==> src/rtl/lcd_spi_serializer_if.sv <==
// ============================================================================
// Module      : lcd_spi_serializer_if
// Description : Host-side byte handshake between an upstream source and the
//               LCD SPI serializer.
// Revision    : 1.0 - initial release
// ============================================================================
`default_nettype none

interface lcd_spi_serializer_if;
    logic [7:0]  data_in;
    logic        start;
    logic [15:0] div_factor;
    logic        command;
    logic        busy;
    logic        avail;

    modport master (
        output data_in, start, div_factor, command,
        input  busy, avail
    );

    modport slave (
        input  data_in, start, div_factor, command,
        output busy, avail
    );
endinterface

`default_nettype wire

==> src/rtl/lcd_spi_serializer.sv <==
// ============================================================================
// Module      : lcd_spi_serializer
// Description : Mode-0 SPI byte serializer for a D/C-style LCD, with a
//               power-on LCD reset pulse. Optional byte counter output is
//               enabled by defining LCD_SPI_BYTE_COUNT_EN.
// Revision    : 1.0 - initial release
// ============================================================================
`default_nettype none

module lcd_spi_serializer #(
    parameter int RST_CYCLES = 16
) (
    input  logic                 clock,
    input  logic                 Reset,
    lcd_spi_serializer_if.slave  bus,
    output logic                 mosi,
    output logic                 sclk,
    output logic                 sce,
    output logic                 dc,
    output logic                 rst
`ifdef LCD_SPI_BYTE_COUNT_EN
    ,
    output logic [15:0]          tx_count
`endif
);

    localparam logic [2:0] c_RST_LCD = 3'd0;
    localparam logic [2:0] c_IDLE    = 3'd1;
    localparam logic [2:0] c_LOAD    = 3'd2;
    localparam logic [2:0] c_SHIFT   = 3'd3;
    localparam logic [2:0] c_DONE    = 3'd4;

    localparam int              c_RW       = (RST_CYCLES > 1) ? $clog2(RST_CYCLES) : 1;
    localparam logic [c_RW-1:0] c_RST_LAST = c_RW'(RST_CYCLES - 1);

    logic [2:0]      r_state;
    logic [2:0]      w_next;
    logic [c_RW-1:0] r_rst_cnt;
    logic [15:0]     r_cnt;
    logic [15:0]     r_div;
    logic [4:0]      r_edge;
    logic [7:0]      r_shift;
    logic            r_dc;
    logic [15:0]     w_div;
    logic            w_edge;
    logic            w_busy;
    logic            w_avail;

    // In LOAD the divider is still on the input; a zero divider behaves as 1
    assign w_div  = (r_state == c_LOAD)
                  ? ((bus.div_factor == 16'd0) ? 16'd1 : bus.div_factor)
                  : r_div;
    // An sclk edge takes effect in the cycle after w_edge is seen
    assign w_edge = ((r_state == c_LOAD) || (r_state == c_SHIFT))
                  && ((r_cnt + 16'd1) == w_div);

    always_ff @(posedge clock or negedge Reset) begin
        if (!Reset) begin
            r_state <= c_RST_LCD;
        end else begin
            r_state <= w_next;
        end
    end

    always_comb begin
        w_next = r_state;
        case (r_state)
            c_RST_LCD: if (r_rst_cnt == c_RST_LAST) w_next = c_IDLE;
            c_IDLE:    if (bus.start) w_next = c_LOAD;
            c_LOAD:    w_next = c_SHIFT;
            c_SHIFT:   if (w_edge && (r_edge == 5'd15)) w_next = c_DONE;
            c_DONE:    w_next = bus.start ? c_LOAD : c_IDLE;
            default:   w_next = c_RST_LCD;
        endcase
    end

    always_ff @(posedge clock or negedge Reset) begin
        if (!Reset) begin
            r_rst_cnt <= '0;
            r_cnt     <= 16'd0;
            r_div     <= 16'd1;
            r_edge    <= 5'd0;
            r_shift   <= 8'd0;
            r_dc      <= 1'b0;
        end else begin
            r_rst_cnt <= (r_state == c_RST_LCD) ? r_rst_cnt + 1'b1 : '0;
            if (r_state == c_LOAD) begin
                r_shift <= bus.data_in;
                r_dc    <= bus.command;
                r_div   <= w_div;
            end
            if ((r_state == c_LOAD) || (r_state == c_SHIFT)) begin
                if (w_edge) begin
                    r_cnt  <= 16'd0;
                    r_edge <= r_edge + 5'd1;
                    // Odd edge count means sclk is high, so this edge falls
                    if ((r_state == c_SHIFT) && r_edge[0]) begin
                        r_shift <= {r_shift[6:0], 1'b0};
                    end
                end else begin
                    r_cnt <= r_cnt + 16'd1;
                end
            end else begin
                r_cnt  <= 16'd0;
                r_edge <= 5'd0;
            end
        end
    end

    always_comb begin
        mosi    = 1'b0;
        sclk    = 1'b0;
        sce     = 1'b1;
        dc      = r_dc;
        rst     = 1'b1;
        w_busy  = 1'b1;
        w_avail = 1'b0;
        case (r_state)
            c_RST_LCD: rst = 1'b0;
            c_IDLE:    w_busy = 1'b0;
            c_LOAD: begin
                sce  = 1'b0;
                dc   = bus.command;
                mosi = bus.data_in[7];
            end
            c_SHIFT: begin
                sce  = 1'b0;
                sclk = r_edge[0];
                mosi = r_shift[7];
            end
            c_DONE:    w_avail = 1'b1;
            default:   rst = 1'b0;
        endcase
    end

    assign bus.busy  = w_busy;
    assign bus.avail = w_avail;

`ifdef LCD_SPI_BYTE_COUNT_EN
    logic [15:0] r_tx_count;

    always_ff @(posedge clock or negedge Reset) begin
        if (!Reset) begin
            r_tx_count <= 16'd0;
        end else if (r_state == c_DONE) begin
            r_tx_count <= r_tx_count + 16'd1;
        end
    end

    assign tx_count = r_tx_count;
`endif

endmodule

`default_nettype wire

==> src/flat_wrapper.sv <==
// flat-port wrapper written by rule: the top's interface ports become plain ports
module lcd_spi_serializer_flat 
#(
    parameter int RST_CYCLES = 16
)
  (clock, Reset, mosi, sclk, sce, dc, rst, bus_data_in, bus_start, bus_div_factor, bus_command, bus_busy, bus_avail);
  lcd_spi_serializer_if bus_i ();
  input  logic clock;
  input  logic Reset;
  output logic mosi;
  output logic sclk;
  output logic sce;
  output logic dc;
  output logic rst;
  input wire logic [$bits(bus_i.data_in)-1:0] bus_data_in;
  input wire logic [$bits(bus_i.start)-1:0] bus_start;
  input wire logic [$bits(bus_i.div_factor)-1:0] bus_div_factor;
  input wire logic [$bits(bus_i.command)-1:0] bus_command;
  output wire logic [$bits(bus_i.busy)-1:0] bus_busy;
  output wire logic [$bits(bus_i.avail)-1:0] bus_avail;
  assign bus_i.data_in = bus_data_in;
  assign bus_i.start = bus_start;
  assign bus_i.div_factor = bus_div_factor;
  assign bus_i.command = bus_command;
  assign bus_busy = bus_i.busy;
  assign bus_avail = bus_i.avail;
  lcd_spi_serializer #(.RST_CYCLES(RST_CYCLES)) u_core (.clock(clock), .Reset(Reset), .bus(bus_i), .mosi(mosi), .sclk(sclk), .sce(sce), .dc(dc), .rst(rst));
endmodule
==> config.mk <==
export PLATFORM = sky130hd
export DESIGN_NAME = lcd_spi_serializer_flat
export DESIGN_NICKNAME = d
export VERILOG_FILES = /design/src/rtl/lcd_spi_serializer_if.sv /design/src/rtl/lcd_spi_serializer.sv /design/src/flat_wrapper.sv
export SDC_FILE = /design/constraint.sdc
export NUM_CORES = 1
export LEC_CHECK = 0
export BUFFER_PORTS_ARGS = -buffer_cell sky130_fd_sc_hd__buf_4
export CORE_UTILIZATION = 25
export DETAILED_ROUTE_END_ITERATION = 12
export PLACE_DENSITY = 0.39
export SYNTH_ARGS = -nofsm -noshare
export SYNTH_HDL_FRONTEND = slang
export SYNTH_SLANG_ARGS = --single-unit
export TNS_END_PERCENT = 100
==> constraint.sdc <==
create_clock -name clock -period 4.4 [get_ports clock]
set_clock_uncertainty 0.05 [all_clocks]
set_input_delay 0.66 -clock clock [delete_from_list [all_inputs] [get_ports clock]]
set_output_delay 0.66 -clock clock [all_outputs]
set_load 0.005 [all_outputs]
; Word-level counts from Yosys, hierarchy flattened
; Cells that the tools add are included.
[totals]
regBits = 53
in_bits = 28
out_inout_bits = 7
elab_cells = 53
[op_classes]
n_eq_ne = 11
reduce_logical = 9
n_addsub = 3
n_mux = 23
[ops]
columns = op, count
row1 = two-way mux 16 bit, 4
row2 = two-way mux 8 bit, 4
row3 = adder 16 x 1 -> 16 bit (second input constant), 1
row4 = == test 16 bit, 1
row5 = logical NOT 16 bit, 1
row6 = case mux 3 bit (5 select lines), 1
row7 = two-way mux 5 bit, 2
row8 = two-way mux 3 bit, 3
row9 = == test 3 x 2 -> 1 bit (second input constant), 2
row10 = two-way mux 1 bit, 6
row11 = != test 2 x 1 -> 1 bit (second input constant), 3
row12 = adder 5 x 1 -> 5 bit (second input constant), 1
row13 = == test 5 x 4 -> 1 bit (second input constant), 1
row14 = adder 4 x 1 -> 4 bit (second input constant), 1
row15 = == test 4 bit (second input constant), 1
row16 = two-way mux 4 bit, 1
row17 = OR reduction 4 bit, 1
row18 = == test 3 x 1 -> 1 bit (second input constant), 1
row19 = == test 3 bit (second input constant), 1
row20 = logical AND 1 bit, 3
row21 = logical NOT 3 bit, 1
row22 = AND reduction 3 bit, 1
row23 = two-way mux 2 bit, 1
row24 = != test 2 bit (second input constant), 1
row25 = 3 further kinds, 3

; Logic depth before layout (Yosys ltp)
; Gate-level depths: netlist of run 1.
[logic_depth]
ltp_word = 8
ltp_mapped = 11
depth_no_buf = 8

; Worst setup path after synthesis of run 1
; OpenSTA, ideal clock, no wires.
[synth_path]
path_kind = register to register
startpoint = register u_core.r_state[2]
endpoint = register u_core.r_shift[1]
path_slack_ns = 1.422
setup_ns = 0.125
synth_period_minus_slack_ns = 2.978
t_arrival_ns = 2.803
stages_incl_launch_ff = 10
cell_sequence = dfrtp_1 > buf_2 > nor3b_1 > buf_4 > mux2_2 > xor3_1 > a311oi_1 > nand4bb_1 > nor3b_4 > mux2_2
[synth_via]
elab_chain_cells = 6
[synth_lines]
columns = element, line
row1 = "start, declared", lcd_spi_serializer.sv:36  ; logic [2:0] r_state;
row2 = "start signal, assigned", lcd_spi_serializer.sv:59  ; r_state <= c_RST_LCD;
row3 = "start signal, assigned", lcd_spi_serializer.sv:61  ; r_state <= w_next;
row4 = == test 3 x 2 -> 1 bit, -
row5 = two-way mux 16 bit, lcd_spi_serializer.sv:51  ; ? ((bus.div_factor == 16'd0) ? 16'd1 : bus.div_factor)
row6 = == test 16 bit, lcd_spi_serializer.sv:55  ; && ((r_cnt + 16'd1) == w_div);
row7 = logical AND 1 bit, lcd_spi_serializer.sv:55
row8 = two-way mux 8 bit, lcd_spi_serializer.sv:93  ; if (w_edge) begin
row9 = two-way mux 8 bit (*), lcd_spi_serializer.sv:92  ; if ((r_state == c_LOAD) || (r_state == c_SHIFT)) begin
row10 = "end signal, assigned", lcd_spi_serializer.sv:88  ; r_shift <= bus.data_in;
row11 = "end signal, assigned", lcd_spi_serializer.sv:98  ; r_shift <= {r_shift[6:0], 1'b0};
row12 = "end, declared", lcd_spi_serializer.sv:42  ; logic [7:0] r_shift;
; Every way passes the cells marked *; elsewhere a longest branch is shown, timed or not.
; A chain may end at the register's enable or synchronous reset.

; Worst setup path after layout of run 1
[layout_path]
startpoint = register u_core.r_state[1]
endpoint = register u_core.r_shift[5]
; Same word-level chain as after synthesis.

==> results of run 1 <==
-- kinds of logic (layout without fill, tap and decap cells) --
logic type	after synthesis	count (layout)	synth area share [%]
adder cells (fa/ha/maj)	4	4	1.75
buffers and inverters	25	64	3.67
AND/OR/NAND/NOR	87	87	16.8
AO/OA/AOI/OAI	31	31	6.60
multiplexers	31	31	12.2
flip-flops	53	53	46.4
XOR/XNOR	30	30	12.7
-- cell type report --
class / count / area [µm²]
sequential: 53 / 1330
timing repair buffer: 40 / 300
multi-input combinational: 183 / 1440
clock inverter: 3 / 26.3
inverter: 16 / 60.1
tap: 140 / 175
fill: 1108 / 7530
clock buffer: 5 / 125
-- per-layer routing --
layer  vias up  wire length, µm  global-route usage [%]
met1       980             3060                    15.7
met4         0               40                    3.19
met5         -                0                       0
li1        999                -                       -
met3         2              181                    2.51
met2        24             3130                    19.9
-- power by group through the flow --
stage	clock, W	sequential [W]	combinational, W
floorplan	0	0.000688	0.000442
CTS	0.000425	0.000702	0.000590
global placement	0	0.000711	0.000588
detailed placement	0	0.000711	0.000588
finish	0.000408	0.000701	0.000574
global route	0.000440	0.000721	0.000649
-- cell usage in the layout (no fill, tap or decap), types with 5 or more instances in the layout --
cell type	n
inv_1	15
xor2_1	5
a21oi_1	10
clkbuf_16	5
dfrtp_1	52
or3_1	7
mux2_2	24
nand2_1	8
xnor2_1	18
mux2i_1	5
nor4_1	6
nor2_1	29
o21ai_0	10
nand3_1	10
buf_4	40
-- worst paths after layout --
check                      cells after the start  slack [ns]                   to
setup / recovery                               7        0.50    u_core.r_shift[5]
hold / removal                                 1        0.36     u_core.r_div[10]
setup reg to reg                               7        0.50    u_core.r_shift[5]
hold reg to reg                                1        0.41  u_core.r_rst_cnt[0]
max in group asynchronous                      1        3.47     u_core.r_edge[1]
min in group clock                             1        0.41  u_core.r_rst_cnt[0]
-- stage by stage --
stage	instance area [µm²]	hold slack, ns	utilization, %	cells	power, W
3_3_place_gp	3300	0.401	30.0	432	0.00130
6_report	3450	0.362	31.4	440	0.00168
5_1_grt	3450	0.427	31.4	440	0.00181
4_1_cts	3450	0.402	31.4	440	0.00172
3_5_place_dp	3300	0.406	30.0	432	0.00130
2_1_floorplan	2860	0.314	-	261	0.00113
-- registers in the layout (all words and copies together), names as in the netlist --
register / cells
u_core.r_shift: 8
u_core.r_cnt: 16
u_core.r_rst_cnt: 4
u_core.r_div: 16
u_core.r_dc: 1
u_core.r_state: 3
u_core.r_edge: 5
-- worst register-to-register path: cells and delay by family, from the launching register on --
family | cells | cell delay, ns
simple gates | 3 | 1.80
xor+xnor | 1 | 0.10
mux | 2 | 0.77
flops | 1 | 0.48
compound gates | 1 | 0.61
==> metrics.yaml, run 1 <==
finish:
  nets: 331
  diodes: 0
  syn_to_final_growth_pct: 20.5
  layout-drive-gt1-share_pct: 26.7
synth:
  yosysWarnings: 0
  synth_top_area_share_pct: 45.4
  syn-num-nets: 293
  synth_most_common_cell: "dfrtp_1"
  ys_seq_elements: 53
  synth_top_cells_by_count: "dfrtp_1, nor2_1, mux2_2"
  synth_ff_type: "dfrtp_1"
  synthTopCellsByArea: "dfrtp_1, mux2_2, xnor2_1"
  avgSynthCellArea_um2: 11.0
  synth_area_um2: 2860
  synth_cells: 261
  synth.yosys.seq_area_share_pct: 46.4
  synth_edf_count: 0
  async_reset_ff_share_pct: 100
  yosysUniqueCellTypes: 46
  synth_top_area_cell: "dfrtp_1"
floorplan:
  die_area_um2: 11900
  ios: 35
  rows: 38
  die_y_um: 109
  core_area_um2: 11000
  start_util_pct: 26.1
  die_w_um: 109
clock_tree:
  root_buffer: "clkbuf_16"
  cts_tree: "built"
  cts_resized: 0
  clkLatencyLatePin_ns: 0.29
  path_clk_slew_ns: 0.08
  htreeDepth: 2
  cts_hold_buf: 0
  postCtsSetupBuffers: 0
  clk_path_buf_depth: 2
  clock-sinks: 53
  cts_buffers: 5
worst_setup_path:
  critical-path-top-delay-family: "simple AND/OR/NAND/NOR gates"
  cp_max_fo: 14
  critical_path.startpoint: "u_core.r_state[1]"
  slowest_stage: "nor3b_2"
  arrival_ns: 4.03
  worstSetupEndpointType: "flip-flop"
  rr_startpoint: "u_core.r_state[1]"
  path_cells: "nor3b_2, mux2i_2, xnor2_1, or3_1, a2111o_1, nor3b_4, mux2_2"
  path_buf_inv: 0
  critical_path.startpoint_type: "flip-flop"
  crit_required_ns: 4.53
  slowest_delay_ns: 0.95
  path_class: "reg -> reg"
sta:
  rsz0062_at_grt: "false"
  period_share_pct: 88.6
  worst_slack_ns: 0.502
  fin_crit_ns: 3.90
  tns_ns: 0
  drv_slew: 0
  setup_viol: 0
  relSlewSlack_pct: 24.3
  worst_pin_slew_ns: 1.13
  timing_hold_violations_final: 0
  fmax_mhz: 257
place:
  io_buffers: 34
  gp_congestion: 0.710
  dp_hpwl_um: 4650
  place_ws_ns: 0.442
routing:
  avgRoutedWirePerCell_um: 14.6
  ant_nets: 0
  vias_per_cell: 4.56
  drt_iter0_markers: 29
  vias: 2005
  drt_wl_total_um: 6410
  drt_pass1_iterations: 4
  drc: 0
power:
  netSwitchingPower_w: 0.000531
  power_density_nw_per_um2: 488
  comb_power_share_pct: 34.1
  power.leakage_nw: 1.49
  p_clk_share_pct: 24.3
  irDropWorstVdd_v: 0.000152
  intPower_w: 0.00115
  seqPwrFrac_pct: 41.6
  p_sw_share_pct: 31.6
global_routing:
  antenna_found_initial: 0
  grt_max_degree: 54
  grt_pass1_wl_um: 10800
  grt.overflow.total: 0
  globalRouteTotalUtil_pct: 12.0
  grt_pass1_vias: 2121
outcome:
  status: "finished clean"
flow_run:
  maxCapViolCount: 0
min_path:
  hold_class: "in -> async"
Power figures use the tool's default switching activity.
==> inputs of run 2 (changes only) <==
- ABC_AREA: not set -> 1
==> run 2 against run 1 <==
Effect of this change:
- total power grew 20%
- die area up 11%
- hold slack improved by 0.0022 ns
- via count rose by 34%
- non-clock buffer count fell by 5
- flip-flop and latch count did not move
- combinational power up 55%
- area after synthesis grew 12%
- largest cell class unchanged
- largest power group is now combinational cells
==> metrics.yaml, run 2 <==
outcome:
  status: "finished clean"
clock_tree:
  htreeDepth: 2  # unchanged
  postCtsSetupBuffers: 0  # unchanged
  cts_hold_buf: 0  # unchanged
  root_buffer: "clkbuf_16"
  cts_resized: 0  # unchanged
  clk_path_buf_depth: 2  # unchanged
  cts_buffers: 5  # unchanged
  path_clk_slew_ns: 0.08  # about the same
  clock-sinks: 53  # unchanged
  clkLatencyLatePin_ns: 0.30  # about the same
  cts_tree: "built"
synth:
  synth_area_um2: 3200  # +12%
  synth_ff_type: "dfrtp_1"
  synth_most_common_cell: "nand2_1"
  synth_top_cells_by_count: "nand2_1, nor2_1, dfrtp_1"
  syn-num-nets: 453  # +55%
  synth_top_area_share_pct: 40.7  # -4.7 points
  yosysWarnings: 0  # unchanged
  synth.yosys.seq_area_share_pct: 41.5  # -4.8 points
  yosysUniqueCellTypes: 38  # -17%
  synth_top_area_cell: "dfrtp_1"
  ys_seq_elements: 53  # unchanged
  avgSynthCellArea_um2: 7.60  # -31%
  synth_edf_count: 0  # unchanged
  async_reset_ff_share_pct: 100  # unchanged
  synthTopCellsByArea: "dfrtp_1, nand2_1, nor2_1"
  synth_cells: 421  # +61%
flow_run:
  maxCapViolCount: 0  # unchanged
place:
  placed_area_um2: 3580  # +8.5%
  dp.cells: 616  # +43%
  io_buffers: 34  # unchanged
  gp_congestion: 0.731  # +2.9%
  dp_hpwl_um: 5790  # +25%
floorplan:
  ios: 35  # unchanged
  rows: 40  # +5.3%
  start_util_pct: 26.1  # about the same
  die_y_um: 115  # +5.6%
  die_area_um2: 13200  # +11%
  die_w_um: 115  # +5.6%
  core_area_um2: 12300  # +12%
finish:
  syn_to_final_growth_pct: 16.4
  diodes: 0  # unchanged
  final_cell_mix: "nand2_1, nor2_1, dfrtp_1, inv_1, buf_4"
  finalNonFillerCells: 624  # +42%
  top_regs: "u_core.r_cnt x16, u_core.r_div x16, u_core.r_shift x8"
  final_common_cell: "nand2_1"
  layout-drive-gt1-share_pct: 20.0  # -6.7 points
  final_area_um2: 3720  # +7.9%
  nets: 487  # +47%
worst_setup_path:
  arrival_ns: 2.87  # -1.16 ns
  worstRegToRegCells: 14  # +7
  reg2reg_slack_ns: 1.70  # +1.19 ns
  crit_required_ns: 4.57  # +0.04 ns
  critical_path.startpoint: "u_core.r_state[2]"
  critical_path.endpoint: "u_core.r_edge[0]"
  cp_max_fo: 32  # +18
  path_class: "reg -> reg"
  worstSetupEndpointType: "flip-flop"
  rr_startpoint: "u_core.r_state[2]"
  reg2reg_to: "u_core.r_edge[0]"
  critical_path.startpoint_type: "flip-flop"
global_routing:
  grt.overflow.total: 0  # unchanged
  use_met3_pct: 2.48  # -0.033 points
  grt_pass1_wl_um: 13500  # +25%
  grt.met2_usage_pct: 22.5  # +2.6 points
  grt_pass1_vias: 2717  # +28%
  grt_max_degree: 54  # unchanged
  use_met1_pct: 17.8  # +2.2 points
  antenna_found_initial: 0  # unchanged
  globalRouteTotalUtil_pct: 13.5  # +1.6 points
  grt_busiest_layer: "met2"
sta:
  period_share_pct: 61.4  # -27 points
  setup_viol: 0  # unchanged
  drv_slew: 0  # unchanged
  fmax_mhz: 370  # +44%
  fin_crit_ns: 2.70  # -1.19 ns
  tns_ns: 0  # unchanged
  timing_hold_violations_final: 0  # unchanged
  worst_pin_slew_ns: 0.733  # -0.399 ns
  relSlewSlack_pct: 51.2  # +27 points
  rsz0062_at_grt: "false"
  hold_slack_ns: 0.365  # +0.00217 ns
power:
  power_density_nw_per_um2: 542  # +11%
  irDropWorstVdd_v: 0.000235  # +55%
  power.leakage_nw: 1.75  # +17%
routing:
  drc: 0  # unchanged
  ant_nets: 0  # unchanged
  vias_per_cell: 4.30  # -5.6%
  avgRoutedWirePerCell_um: 12.7  # -13%
  drt_wl_total_um: 7900  # +23%
  drt_iter0_markers: 109  # +280%
  vias: 2684  # +34%
  drt_pass1_iterations: 4  # unchanged
min_path:
  hold_class: "in -> async"
## run 2: cell types whose count changed in the layout (fill, tap and decap cells not counted), moves of 6 or more
| cell | previous run | this run |
|---|---|---|
| a21oi_1 | 10 | 4 |
| inv_1 | 15 | 48 |
| mux2_2 | 24 | 0 |
| nand2_1 | 8 | 121 |
| nand2_2 | 0 | 15 |
| nand2_4 | 0 | 6 |
| nand3_1 | 10 | 34 |
| nand4_1 | 4 | 11 |
| nor2_1 | 29 | 57 |
| nor4_1 | 6 | 0 |
| or3_1 | 7 | 0 |
| xnor2_1 | 18 | 2 |
## run 2: worst min path at each step
stage | to | start | slack [ns]
floorplan | u_core.r_cnt[0] | Reset | 0.31
global placement | u_core.r_rst_cnt[0] | u_core.r_rst_cnt[0] | 0.41
detailed placement | u_core.r_rst_cnt[0] | u_core.r_rst_cnt[0] | 0.41
CTS | u_core.r_div[2] | Reset | 0.40
global route | u_core.r_rst_cnt[3] | Reset | 0.44
finish | u_core.r_div[4] | Reset | 0.36
## run 2: cells by family after synthesis
family | after synthesis | synth area share [%]
adders and majority gates | 4 | 1.57
buffers and inverters | 62 | 9.27
DFF | 53 | 41.5
and+or+nand+nor | 262 | 38.4
AOI/OAI and AO/OA | 28 | 5.71
muxes | 6 | 1.88
xor gates and xnor gates | 6 | 1.64
## run 2: layer usage
metal / vias up / wire [µm]
met5: - / 0
met4: 0 / 102
met3: 8 / 231
met2: 39 / 3580
met1: 1244 / 3990
li1: 1393 / -
## run 2: per-stage QoR
step	worst slack [ns]	power, W	util (%)
floorplan	2.36	0.00143	-
global placement	1.64	0.00164	29.2
detailed placement	1.62	0.00164	29.2
CTS	1.59	0.00207	30.4
global route	1.34	0.00221	30.4
finish	1.70	0.00202	30.4
## run 2: critical path, cell delays in order (launching register included)
cell     delay (ns)
dfrtp_1        0.49
inv_1          0.13
nand2_4        0.42
nand2_1        0.18
o21ai_4        0.10
inv_2          0.05
nand2_1        0.06
nand2_1        0.04
nor2_1         0.16
nand2_1        0.12
nor2_4         0.18
nand2_2        0.07
nand2_2        0.36
nand3_1        0.11
o21ai_0        0.09
## run 2: cell type report
type | count | area, µm²
fill | 1335 | 8540
inverter | 54 | 204
timing repair buffer | 35 | 263
multi-input combinational | 306 | 1570
sequential | 53 | 1330
tap | 168 | 210
clock buffer | 6 | 129
clock inverter | 2 | 15.0
## run 2: where the power goes
group	leakage [nW]	internal (W)	switching (W)	total [W]
clock	0.0631	0.000212	0.000197	0.000409
sequential	0.678	0.000638	0.0000824	0.000720
combinational	1.01	0.000334	0.000555	0.000889
total	1.75	0.00118	0.000834	0.00202
==> inputs of run 3 (changes only) <==
- ABC_AREA: 1 -> 0
- clock period: 4.4 -> 2.8 ns (I/O delays scaled with it)
==> run 3 against run 2 <==
Effect of this change:
- the flow now finishes with violations (setup timing)
- critical path depth is 2 lower
- first-iteration DRC count decreased by 0.92%
- via count decreased by 17%
- sequential power increased by 53%
- largest cell class unchanged
- sequential share of layout area is 4.1 points lower
- core utilization up 7.9 points
- total power grew 57%
- flip-flop and latch count is the same
- clock power rose by 81%
- cell count fell by 20%
- final area up 13%
- largest power group unchanged
==> metrics.yaml, run 3 (synthesis results as in run 1) <==
outcome:
  status: "finished with violations"
  violations: "setup timing"
floorplan:
  die_area_um2: 11900  # -10%
  ios: 35  # unchanged
  rows: 38  # -5.0%
  die_w_um: 109  # -5.3%
  start_util_pct: 26.1  # about the same
  die_y_um: 109  # -5.3%
  core_area_um2: 11000  # -10%
sta:
  worst_slack_ns: -0.187  # -1.88 ns
  drv_slew: 0  # unchanged
  hold_slack_ns: 0.115  # -0.250 ns
  timing_hold_violations_final: 0  # unchanged
  relSlewSlack_pct: 51.7  # +0.53 points
  fin_crit_ns: 2.99  # +0.285 ns
  rsz0062_at_grt: "true"
  fmax_mhz: 335  # -9.5%
  setup_viol: 29  # +29
  worst_pin_slew_ns: 0.725  # -0.00799 ns
  tns_ns: -4.69  # -4.69 ns
  period_share_pct: 107  # +45 points
finish:
  diodes: 0  # unchanged
  layout-drive-gt1-share_pct: 45.2  # +25 points
  nets: 392  # -20%
  nFillCells: 1083  # -19%
  top_regs: "u_core.r_cnt x16, u_core.r_div x16, u_core.r_shift x8"
  final_common_cell: "buf_4"
  final_area_um2: 4200  # +13%
  syn_to_final_growth_pct: 46.7
  final_cell_mix: "buf_4, dfrtp_1, nor2_1, xnor2_1, inv_1"
clock_tree:
  root_buffer: "clkbuf_16"
  path_clk_slew_ns: 0.07  # about the same
  cts_tree: "built"
  htreeDepth: 2  # unchanged
  cts_buffers: 5  # unchanged
  cts_hold_buf: 0  # unchanged
  clk_path_buf_depth: 2  # unchanged
  clkLatencyLatePin_ns: 0.29  # about the same
  clock-sinks: 53  # unchanged
worst_setup_path:
  critical-path-top-delay-family: "buffers and inverters"
  arrival_ns: 3.12  # +0.25 ns
  worstSetupEndpointType: "flip-flop"
  slowest_delay_ns: 0.50  # about the same
  crit_top_cell: "buf_6"
  path_class: "reg -> reg"
  cp_max_fo: 8  # -75%
  path_cells: "nor3b_4, buf_6, buf_12, mux2i_4, xnor2_1, or3_4, a2111o_1, buf_4, buf_6, o21ai_4, clkbuf_16, nor2_1"
  rr_startpoint: "u_core.r_state[2]"
  path_buf_inv: 5  # +3
  crit_required_ns: 2.93  # -1.64 ns
  critical_path.startpoint: "u_core.r_state[2]"
  critical_path.startpoint_type: "flip-flop"
  slowest_stage: "a2111o_1"
global_routing:
  grt.overflow.total: 0  # unchanged
  grt_pass1_wl_um: 12000  # -12%
  grt_max_degree: 54  # unchanged
  antenna_found_initial: 0  # unchanged
  grt_pass1_vias: 2327  # -14%
  globalRouteTotalUtil_pct: 13.4  # -0.071 points
routing:
  drt_iter0_markers: 108  # -0.92%
  vias_per_cell: 4.47  # +3.9%
  drt_pass1_iterations: 4  # unchanged
  vias: 2239  # -17%
  drc: 0  # unchanged
  drt_wl_total_um: 7340  # -7.1%
  ant_nets: 0  # unchanged
  avgRoutedWirePerCell_um: 14.7  # +16%
place:
  gp_congestion: 0.713  # -2.4%
  dp_hpwl_um: 5140  # -11%
  placed_area_um2: 3770  # +5.3%
  io_buffers: 34  # unchanged
min_path:
  hold_class: "in -> async"
flow_run:
  maxCapViolCount: 0  # unchanged
power:
  power_density_nw_per_um2: 756  # +39%
  intPower_w: 0.00222  # +88%
  p_sw_share_pct: 30.1  # -11 points
  p_clk_share_pct: 23.4  # +3.1 points
  power.leakage_nw: 1.88  # +7.6%
  seqPwrFrac_pct: 34.7  # -1.0 points
  irDropWorstVdd_v: 0.000294  # +25%
  netSwitchingPower_w: 0.000955  # +14%
  comb_power_share_pct: 41.9  # -2.1 points
[run 3: layout make-up]
type / instances / area, µm² / share of cell area, %
clock inverter: 2 / 37.5 / 0.893
clock buffer: 6 / 139 / 3.30
timing repair buffer: 101 / 842 / 20.0
inverter: 16 / 60.1 / 1.43
sequential: 53 / 1330 / 31.6
tap: 140 / 175 / 4.17
multi-input combinational: 183 / 1620 / 38.6
[run 3: repair_timing]
item,in CTS,in global routing
gates resized for setup,10,24
buffers inserted,8,4
endpoints found under the setup margin,31,31
pin swaps,9,14
gates cloned,0,2
[run 3: power groups by stage]
stage | Clock [W] | Combinational (W) | Sequential [W]
6_report | 0.000742 | 0.00133 | 0.00110
5_1_grt | 0.000801 | 0.00146 | 0.00113
4_1_cts | 0.000780 | 0.00124 | 0.00110
3_5_place_dp | 0 | 0.00118 | 0.00110
3_3_place_gp | 0 | 0.00117 | 0.00111
2_1_floorplan | 0 | 0.000732 | 0.00109
[run 3: worst paths after layout]
kind,end,slack [ns],depth (start not counted)
worst max-delay path,u_core.r_cnt[15],-0.19,12
worst min-delay path,u_core.r_div[11],0.11,1
worst max register to register,u_core.r_cnt[15],-0.19,12
worst min register to register,u_core.r_rst_cnt[0],0.41,1
max in group asynchronous,u_core.r_cnt[2],2.09,1
min in group clock,u_core.r_shift[0],0.31,3
[run 3: metal layers]
| layer | part of all wire (%) | routed length, µm | track usage [%] |
|---|---|---|---|
| met1 | 47 | 3480 | 17.6 |
| met2 | 49 | 3630 | 22.3 |
| met3 | 2.0 | 145 | 2.27 |
| met4 | 1.2 | 85 | 4.63 |
| met5 | 0 | 0 | 0 |
[run 3: worst register-to-register path, delay by kind of cell, from the launching register on]
kind            cells  cell delay, ns
buf+inv             5            0.78
compound gates      2            0.71
simple gates        3            0.59
flops               1            0.41
mux                 1            0.24
xor+xnor            1            0.09
[run 3: through the flow]
stage               total power [W]  setup slack (ns)  std cells  utilization (%)
floorplan                   0.00182            -0.117        261                -
global placement            0.00228            -0.281        479             34.3
detailed placement          0.00228            -0.311        479             34.3
CTS                         0.00311            -0.173        495             36.7
global route                0.00339            -0.297        501             38.3
finish                      0.00318            -0.187        501             38.3
